`config.mk`:
```
export PLATFORM = sky130hd
export DESIGN_NAME = pd_mavg_seq_ctrl
export DESIGN_NICKNAME = d
export VERILOG_FILES = /design/src/rtl/pd_mavg_pkg.sv /design/src/rtl/pd_mavg_sat_cnt.sv /design/src/rtl/pd_mavg_seq_ctrl.sv
export SDC_FILE = /design/constraint.sdc
export NUM_CORES = 1
export LEC_CHECK = 0
export BUFFER_PORTS_ARGS = -buffer_cell sky130_fd_sc_hd__buf_2
export CAP_MARGIN = 20
export CORE_ASPECT_RATIO = 0.6
export CORE_MARGIN = 4
export CORE_UTILIZATION = 56
export CTS_CLUSTER_DIAMETER = 50
export CTS_CLUSTER_SIZE = 16
export DETAILED_ROUTE_END_ITERATION = 16
export PLACE_DENSITY = 0.81
export SLEW_MARGIN = 0
export SYNTH_ARGS = -nofsm -noshare
export SYNTH_HDL_FRONTEND = slang
export SYNTH_SLANG_ARGS = --single-unit
```
`constraint.sdc`:
```
create_clock -name clk -period 3.2 [get_ports clk]
set_input_delay 0.32 -clock clk [delete_from_list [all_inputs] [get_ports clk]]
set_output_delay 0.32 -clock clk [all_outputs]
set_load 0.02 [all_outputs]
```
`src/rtl/pd_mavg_pkg.sv`:
```
// Shared types and helpers for the peak-detect / moving-average line sequencer.
// Supplies default pixel data and column widths when the build does not set them.
`ifndef DATAWIDTH
`define DATAWIDTH 16
`endif
`ifndef PIXEL_WIDTH
`define PIXEL_WIDTH 12
`endif

package pd_mavg_pkg;

    typedef enum logic [1:0] {
        IDLE   = 2'd0,
        SKIP   = 2'd1,
        ACTIVE = 2'd2,
        FLUSH  = 2'd3
    } seq_state_t;

    localparam int WIN_W = 5;

    // Averaging window length: 2, 4, 8 or 16 samples.
    function automatic logic [WIN_W-1:0] win_len(input logic [1:0] param);
        win_len = 5'd2 << param;
    endfunction

endpackage

```
`src/rtl/pd_mavg_sat_cnt.sv`:
```
// Saturating up-counter with synchronous clear; exposes the post-increment value
// (before any clear) so a caller can capture the final count in the clearing cycle.
module pd_mavg_sat_cnt #(
    parameter int W = 8
) (
    input  logic         clk,
    input  logic         reset_n,
    input  logic         clr,
    input  logic         inc,
    output logic [W-1:0] cnt_inc
);

    logic [W-1:0] cnt_q, cnt_d;

    always_comb begin
        cnt_inc = cnt_q;
        if (inc && (cnt_q != {W{1'b1}}))
            cnt_inc = cnt_q + W'(1);
        cnt_d = clr ? '0 : cnt_inc;
    end

    always_ff @(posedge clk or negedge reset_n) begin
        if (!reset_n)
            cnt_q <= '0;
        else
            cnt_q <= cnt_d;
    end

endmodule

```
`src/rtl/pd_mavg_seq_ctrl.sv`:
```
// Line sequencer: skips leading pixels, forwards the active window, flushes the
// moving-average pipe and reports peaks per line. PD_MAVG_SEQ_DBG_EN adds debug outputs.
module pd_mavg_seq_ctrl
    import pd_mavg_pkg::*;
#(
    parameter int FLUSH_EXTRA = 2,
    parameter int PCNT_W      = 8
) (
    input  logic                    clk,
    input  logic                    reset_n,
    input  logic                    enable,
    input  logic                    start_act,
    input  logic                    vald_din_in,
    input  logic [`DATAWIDTH-1:0]   data_in,
    input  logic [`PIXEL_WIDTH-1:0] active_columns_start,
    input  logic [`PIXEL_WIDTH-1:0] active_columns_num,
    input  logic [1:0]              movavgwin_param,
    input  logic                    peak_valid,
    output logic                    vald_din,
    output logic [`DATAWIDTH-1:0]   data_out,
    output logic                    movavg_en,
    output logic                    pdet_en,
    output logic                    start_act_pd,
    output logic                    line_done,
    output logic [PCNT_W-1:0]       peak_cnt,
    output logic                    busy
`ifdef PD_MAVG_SEQ_DBG_EN
    ,
    output logic [15:0]             dbg_line_cnt,
    output logic                    dbg_abort
`endif
);

    localparam int DW     = `DATAWIDTH;
    localparam int PW     = `PIXEL_WIDTH;
    localparam int FCNT_W = 8;

    seq_state_t        state_q, state_d;
    logic [PW-1:0]     col_cnt_q, col_cnt_d;
    logic [FCNT_W-1:0] flush_cnt_q, flush_cnt_d;
    logic [WIN_W-1:0]  win_q, win_d;
    logic              vald_din_q, vald_din_d;
    logic [DW-1:0]     data_q, data_d;
    logic              movavg_en_q, movavg_en_d;
    logic              pdet_en_q, pdet_en_d;
    logic              start_pd_q, start_pd_d;
    logic              line_done_q, line_done_d;
    logic [PCNT_W-1:0] peak_cnt_q, peak_cnt_d;
    logic              busy_q, busy_d;

    logic              line_start, flush_end, pk_inc, pk_clr;
    logic [PW-1:0]     col_nxt;
    logic [WIN_W-1:0]  win_new;
    logic [FCNT_W-1:0] load_cur, load_new;
    logic [PCNT_W-1:0] line_pk_inc;

    assign line_start = enable && start_act;
    assign flush_end  = (state_q == FLUSH) && (flush_cnt_q == '0);
    assign pk_inc     = peak_valid && ((state_q == ACTIVE) || (state_q == FLUSH));
    assign col_nxt    = col_cnt_q + PW'(1);
    assign win_new    = win_len(movavgwin_param);
    // Flush counter is a down-counter; loading W+EXTRA-1 yields W+EXTRA cycles.
    assign load_cur   = FCNT_W'(win_q) + FCNT_W'(FLUSH_EXTRA) - FCNT_W'(1);
    assign load_new   = FCNT_W'(win_new) + FCNT_W'(FLUSH_EXTRA) - FCNT_W'(1);

    pd_mavg_sat_cnt #(.W(PCNT_W)) u_line_pk (
        .clk     (clk),
        .reset_n (reset_n),
        .clr     (pk_clr),
        .inc     (pk_inc),
        .cnt_inc (line_pk_inc)
    );

    always_comb begin
        state_d     = state_q;
        col_cnt_d   = col_cnt_q;
        flush_cnt_d = flush_cnt_q;
        win_d       = win_q;
        vald_din_d  = 1'b0;
        data_d      = data_q;
        start_pd_d  = 1'b0;
        line_done_d = 1'b0;
        peak_cnt_d  = peak_cnt_q;
        pk_clr      = 1'b0;

        case (state_q)
            SKIP: begin
                if (vald_din_in) begin
                    if (col_nxt == active_columns_start) begin
                        col_cnt_d = '0;
                        if (active_columns_num == '0) begin
                            state_d     = FLUSH;
                            flush_cnt_d = load_cur;
                        end else begin
                            state_d = ACTIVE;
                        end
                    end else begin
                        col_cnt_d = col_nxt;
                    end
                end
            end
            ACTIVE: begin
                if (vald_din_in) begin
                    vald_din_d = 1'b1;
                    data_d     = data_in;
                    start_pd_d = (col_cnt_q == '0);
                    if (col_nxt == active_columns_num) begin
                        state_d     = FLUSH;
                        flush_cnt_d = load_cur;
                        col_cnt_d   = '0;
                    end else begin
                        col_cnt_d = col_nxt;
                    end
                end
            end
            FLUSH: begin
                if (flush_end) begin
                    state_d     = IDLE;
                    line_done_d = 1'b1;
                    peak_cnt_d  = line_pk_inc;
                end else begin
                    flush_cnt_d = flush_cnt_q - FCNT_W'(1);
                end
            end
            default: ;
        endcase

        // A line start wins over in-flight work; a completing line still reports.
        if (line_start) begin
            vald_din_d = 1'b0;
            start_pd_d = 1'b0;
            data_d     = data_q;
            pk_clr     = 1'b1;
            col_cnt_d  = '0;
            win_d      = win_new;
            if (active_columns_start != '0) begin
                state_d = SKIP;
            end else if (active_columns_num != '0) begin
                state_d = ACTIVE;
            end else begin
                state_d     = FLUSH;
                flush_cnt_d = load_new;
            end
        end

        if (!enable) begin
            state_d     = IDLE;
            col_cnt_d   = '0;
            vald_din_d  = 1'b0;
            start_pd_d  = 1'b0;
            data_d      = data_q;
            line_done_d = 1'b0;
            peak_cnt_d  = peak_cnt_q;
        end

        busy_d      = (state_d != IDLE);
        movavg_en_d = (state_d == ACTIVE) || (state_d == FLUSH);
        pdet_en_d   = (state_d == ACTIVE) || (state_d == FLUSH);
    end

    always_ff @(posedge clk or negedge reset_n) begin
        if (!reset_n) begin
            state_q     <= IDLE;
            col_cnt_q   <= '0;
            flush_cnt_q <= '0;
            win_q       <= '0;
            vald_din_q  <= 1'b0;
            data_q      <= '0;
            movavg_en_q <= 1'b0;
            pdet_en_q   <= 1'b0;
            start_pd_q  <= 1'b0;
            line_done_q <= 1'b0;
            peak_cnt_q  <= '0;
            busy_q      <= 1'b0;
        end else begin
            state_q     <= state_d;
            col_cnt_q   <= col_cnt_d;
            flush_cnt_q <= flush_cnt_d;
            win_q       <= win_d;
            vald_din_q  <= vald_din_d;
            data_q      <= data_d;
            movavg_en_q <= movavg_en_d;
            pdet_en_q   <= pdet_en_d;
            start_pd_q  <= start_pd_d;
            line_done_q <= line_done_d;
            peak_cnt_q  <= peak_cnt_d;
            busy_q      <= busy_d;
        end
    end

    assign vald_din     = vald_din_q;
    assign data_out     = data_q;
    assign movavg_en    = movavg_en_q;
    assign pdet_en      = pdet_en_q;
    assign start_act_pd = start_pd_q;
    assign line_done    = line_done_q;
    assign peak_cnt     = peak_cnt_q;
    assign busy         = busy_q;

`ifdef PD_MAVG_SEQ_DBG_EN
    logic        abort;
    logic [15:0] dbg_line_cnt_q, dbg_line_cnt_d;
    logic        dbg_abort_q, dbg_abort_d;

    assign abort = line_start && (state_q != IDLE) && !flush_end;

    always_comb begin
        dbg_line_cnt_d = dbg_line_cnt_q + (line_done_d ? 16'd1 : 16'd0);
        dbg_abort_d    = dbg_abort_q | abort;
    end

    always_ff @(posedge clk or negedge reset_n) begin
        if (!reset_n) begin
            dbg_line_cnt_q <= '0;
            dbg_abort_q    <= 1'b0;
        end else begin
            dbg_line_cnt_q <= dbg_line_cnt_d;
            dbg_abort_q    <= dbg_abort_d;
        end
    end

    assign dbg_line_cnt = dbg_line_cnt_q;
    assign dbg_abort    = dbg_abort_q;
`endif

endmodule

```
[After elaboration in Yosys (flattened, before gate mapping)]
Cells that the tools add are included.
Word-level totals
  output and inout port bits: 30
  word-level logic and storage cells: 89
  input bits: 48
  register bits: 64
Operators by class
  reductions and logical operators: 15
  bitwise logic cells: 1
  multiplexer cells: 42
  add/subtract/negate cells: 7
  eq/ne operators: 11
  shift operators: 1
Operator list (number)
  $mux 8: 11
  $mux 12: 6
  $eq 12x12->1: 2
  $logic_not 12->1: 2
  $pmux 12 s2: 1
  $pmux 8 s3: 1
  $reduce_bool 12->1: 2
  $mux 2: 8
  $mux 1: 14
  $sub 6x1->7 const B: 2
  $add 12x1->12 const B: 1
  $add 5x2->6 const B: 2
  $add 8x1->8 const B: 1
  $eq 2x2->1 const B: 4
  $logic_not 8->1: 1
  $ne 4x4->1 const B: 2
  $ne 8x8->1 const B: 1
  $sub 8x1->8 const B: 1
  $pmux 2 s3: 1
  $reduce_and 3->1: 2
  $shl 2x2->5 const A: 1
  $logic_and 1x1->1: 4
  $ne 4x1->1 const B: 1
  $reduce_and 4->1: 1
  4 further kinds: 5

[Longest topological paths before layout]
  word-level depth: 9
  depth in mapped cells: 13
  mapped depth without buffers: 10

[Cells and area by module]
A second synthesis with hierarchy kept.
Unflattened totals
  cells, all modules: 424
  area, all modules: 4045.1 µm²
By module, submodules not included
  pd_mavg_seq_ctrl: cells an instance 367, instances 1, area each 3472.1 µm²
  pd_mavg_sat_cnt: cells an instance 57, instances 1, area each 573.0 µm²

[Worst setup path before layout]
OpenSTA, ideal clock, no wires.
  path kind: register to register
  start point: register col_cnt_q[4]
  end point: register flush_cnt_q[3]
  buffers on the path: 1
  slack: 0.508 ns
  cell stages (with the launch flop): 10
  data required time: 3.045 ns
  clock period less this slack: 2.692 ns
  data arrival time: 2.537 ns
  library setup time: 0.155 ns
  path through: dfrtp_1 > buf_2 > nor3_1 > a211oi_1 > o311a_1 > or4b_1 > o41a_1 > a211o_1 > a311oi_2 > a211oi_1
Between the ends
  longest elaborated chain between the ends: 8
  elaborated cells between the ends (all ways): 11
RTL lines
  start, declared: line pd_mavg_seq_ctrl.sv:39  | logic [PW-1:0] col_cnt_q, col_cnt_d;
  start signal, assigned: line pd_mavg_seq_ctrl.sv:177  | col_cnt_q <= col_cnt_d;
  $add 12x1->12 (*): line pd_mavg_seq_ctrl.sv:60  | assign col_nxt = col_cnt_q + PW'(1);
  $eq 12x12->1, on equally long branches: line pd_mavg_seq_ctrl.sv:107, pd_mavg_seq_ctrl.sv:89
  $mux 8, on equally long branches: line pd_mavg_seq_ctrl.sv:107, pd_mavg_seq_ctrl.sv:89
  $mux 8, on equally long branches: line pd_mavg_seq_ctrl.sv:103, pd_mavg_seq_ctrl.sv:88
  $pmux 8 s3 (*): line pd_mavg_seq_ctrl.sv:86  | case (state_q)
  $mux 8: line pd_mavg_seq_ctrl.sv:138  | end else if (active_columns_num != '0) begin
  $mux 8: line pd_mavg_seq_ctrl.sv:136  | if (active_columns_start != '0) begin
  $mux 8 (*): line pd_mavg_seq_ctrl.sv:129  | if (line_start) begin
  named net flush_cnt_d[3]: line pd_mavg_seq_ctrl.sv:40  | logic [FCNT_W-1:0] flush_cnt_q, flush_cnt_d;
  end signal, assigned: line pd_mavg_seq_ctrl.sv:178  | flush_cnt_q <= flush_cnt_d;
  end, declared: line pd_mavg_seq_ctrl.sv:40
Mark *: on every way through the listed nets, which the timed path passes. The rest lies on a longest branch.
A chain may end at the register's enable or synchronous reset.

[Worst setup path in the final report]
  start point: register col_cnt_q[4]
  end point: register flush_cnt_q[6]
The elaborated chain is that of the path after synthesis.

==> key figures <==
Global routing
  – Total gr overflow: 0
  – Gr usage total: 26.8%
  – First-pass GRT wire length: 17300 um
  – Largest net degree at the start of global routing: 42
  – Initial antenna violation count: 0
  – Vias in the first global route: 3508

Route
  – Antenna-violating nets left: 0
  – Post-route DRC: 0
  – Vias: 3803
  – DR pass1 iterations: 6
  – Routed wire length: 11300 um
  – Avg WL per Cell: 18.4 um
  – Vias per inst: 6.22
  – DR iter-0 viols: 439

Yosys
  – Seq cells post-synth: 63
  – Ys flop type: dfrtp_1
  – Post-synth top area share: 39.9%
  – Synth cell types: 63
  – Syn_area_per_cell: 9.16 um2
  – Post-synthesis sequential area ratio: 39.9%
  – Syn Inst Count: 431
  – Post-synth EDFFs: 0
  – Synth cell count leaders: dfrtp_1 (63), nand2_1 (39), nor2_1 (28), xnor2_1 (28)
  – Dominant cell type by area after synthesis: dfrtp_1
  – Most frequent cell after synthesis: dfrtp_1
  – Mapped Nets: 487
  – Area contributors post-synth: dfrtp_1 (40%), xnor2_1 (6.2%), mux2_2 (5.1%), nand2_1 (3.7%), a21oi_1 (3.0%)
  – Synthesized area: 3950 um2
  – Syn. warnings: 0
  – Asr flop ratio synth: 100%

Timing
  – Skew final: 0.00595 ns
  – Setup ws final: 0.0985 ns
  – Hold Vio Cnt, Final: 0
  – Worst Tran Pin Value: 0.782 ns
  – Final Max Tran Viols: 0
  – RSZ-0062 raised after global routing: no
  – Max-slew headroom: 47.8%
  – Final Cycle Share: 96.9%
  – Setup violators final: 0
  – TNS Setup: 0 ns
  – Fmax: 322 MHz
  – Crit path time final: 3.10 ns
  – Worst hold slack: 0.221 ns

Outcome
  – Status: complete, no violations

Die
  – Top Ports: 78
  – Row cnt: 23
  – Starting Density: 58.4%
  – Die Y: 73.0 um
  – Die width: 116 um
  – Area of the die: 8500 um2
  – Core area: 6760 um2

Placement
  – IO buf count: 77
  – Placed cells: 591
  – Hpwl dp: 8440 um
  – Pre-CTS setup slack: -0.0374 ns
  – Placer Congestion: 1.10
  – Area after DPL: 4490 um2

Clock network
  – # clock sinks: 63
  – TritonCTS Buffers: 9
  – CTS tree: built
  – Worst-path clk slew: 0.05 ns
  – # H-tree levels: 3
  – Root buf cell: clkbuf_16
  – Clock Tree Buf Depth: 2
  – Clk_lat worst skew: 0.33 ns

Finish
  – Layout cells sized above 1: 27.5%
  – Area grow syn2layout: 23.4%
  – Fill cells: 474
  – Sequential Area: 1580 um2
  – N_diodes: 0
  – Nets: 575
  – Fin cells: 611
  – Post-Layout Inst Area: 4870 um2
  – Area of the multi-input gates: 2230 um2

Pwr
  – Pwr Density: 428 nW/um2
  – Maximum vdd drop: 0.455 mV
  – Leakage power: 2.29 nW

Critical path
  – Critical Path RT: 3.40 ns
  – CP startpoint kind: register
  – Critical Path End Type: register
  – CP Data Arrival Time: 3.30 ns
  – Critical Path Fanout Max: 11
  – Setup Crit Path Kind: reg -> reg
  – Register-to-register setup slack: 0.1 ns

Hold path
  – Tightest Hold Check Type: in -> reg

Flow run
  – Max_cap viols: 0
==> cells by family (layout without fill, tap and decap cells) <==
group	Yosys count	after routing	synth area share (%)
AND/OR/NAND/NOR	161	161	22.3
AO/OA/AOI/OAI	104	104	17.3
flip-flops	63	63	39.9
buffers and inverters	38	131	4.03
XOR/XNOR	35	35	7.77
multiplexers	22	22	6.15
adder cells (fa/ha/maj)	8	8	2.54
==> power breakdown <==
group / switching [mW] / leakage [nW] / internal, mW
Combinational: 0.120 / 1.27 / 0.0804
Clock: 0.357 / 0.155 / 0.706
Sequential: 0.0119 / 0.867 / 0.810
Total: 0.489 / 2.29 / 1.60
==> registers in the layout, summed over array words and instances, names as in the netlist <==
| register | count |
|---|---|
| data_out | 16 |
| col_cnt_q | 12 |
| flush_cnt_q | 8 |
| peak_cnt | 8 |
| u_line_pk.cnt_q | 8 |
| win_q | 4 |
| state_q | 2 |
| busy | 1 |
| line_done | 1 |
| pdet_en | 1 |
| start_act_pd | 1 |
| vald_din | 1 |
==> final cells by class <==
type                            count  area share [%]
Multi-Input combinational cell    330            45.9
Sequential cell                    63            32.4
Timing Repair Buffer              100            11.5
Clock buffer                       10            4.91
Tap cell                           87            2.24
Clock inverter                      6            1.90
Inverter                           15            1.16
==> per-layer routing <==
metal	global-route usage, %	share of wire, %	vias up
li1	-	-	1754
met1	37.8	43	1813
met2	38.7	43	219
met3	10.5	13	17
met4	7.08	1.2	0
met5	0	0	-
==> layout by cell type, fill, tap and decap left out, types with 3 or more instances in the layout <==
cell type,count
a21oi_1,24
nand2b_1,7
nor3_1,8
mux2i_1,4
ha_1,7
xor2_1,7
or3_1,9
o31ai_1,5
nor2b_1,8
o2bb2ai_1,3
o21ai_1,6
o21ai_0,24
xnor2_1,28
buf_4,22
a211oi_1,3
and2_1,8
dfrtp_1,62
a31oi_1,10
nand2_1,39
clkbuf_16,9
buf_2,77
nand3_1,18
nor4b_1,3
nor4_1,8
inv_1,15
nor2_1,28
o32ai_1,3
mux2_2,18
nand4_1,5
==> worst max-delay path, cell delays in order (launching register included) <==
cell and delay, ns:
dfrtp_1 0.52, buf_4 0.23, nor3_1 0.18, a211oi_1 0.07, o311a_1 0.33, or4b_1 0.59
o41a_1 0.39, a211o_1 0.38, o31a_1 0.16, o2bb2ai_1 0.13
==> final timing paths <==
kind | to | startpoint | cells after the start
worst min-delay path | data_out[15] | data_in[15] | 2
worst max register to register | flush_cnt_q[6] | col_cnt_q[4] | 9
min in group asynchronous | line_done | reset_n | 2
worst max-delay path | flush_cnt_q[6] | col_cnt_q[4] | 9
max in group asynchronous | col_cnt_q[0] | reset_n | 3
worst min register to register | peak_cnt[4] | peak_cnt[4] | 2
==> repair_timing <==
item                                    CTS  global route
pin swaps                                 0             1
setup buffers                             0             3
gates resized for setup                   1             6
hold endpoints to repair                 22             0
hold buffers                              1             0
endpoints found under the setup margin    2            17
==> per-stage QoR <==
stage,power (mW),utilization (%)
floorplan,0.934,-
global placement,1.02,66.3
detailed placement,1.03,66.3
CTS,2.09,71.5
global route,2.16,72.0
finish,2.09,72.0
Note: power is estimated with default switching activity, not from simulation.
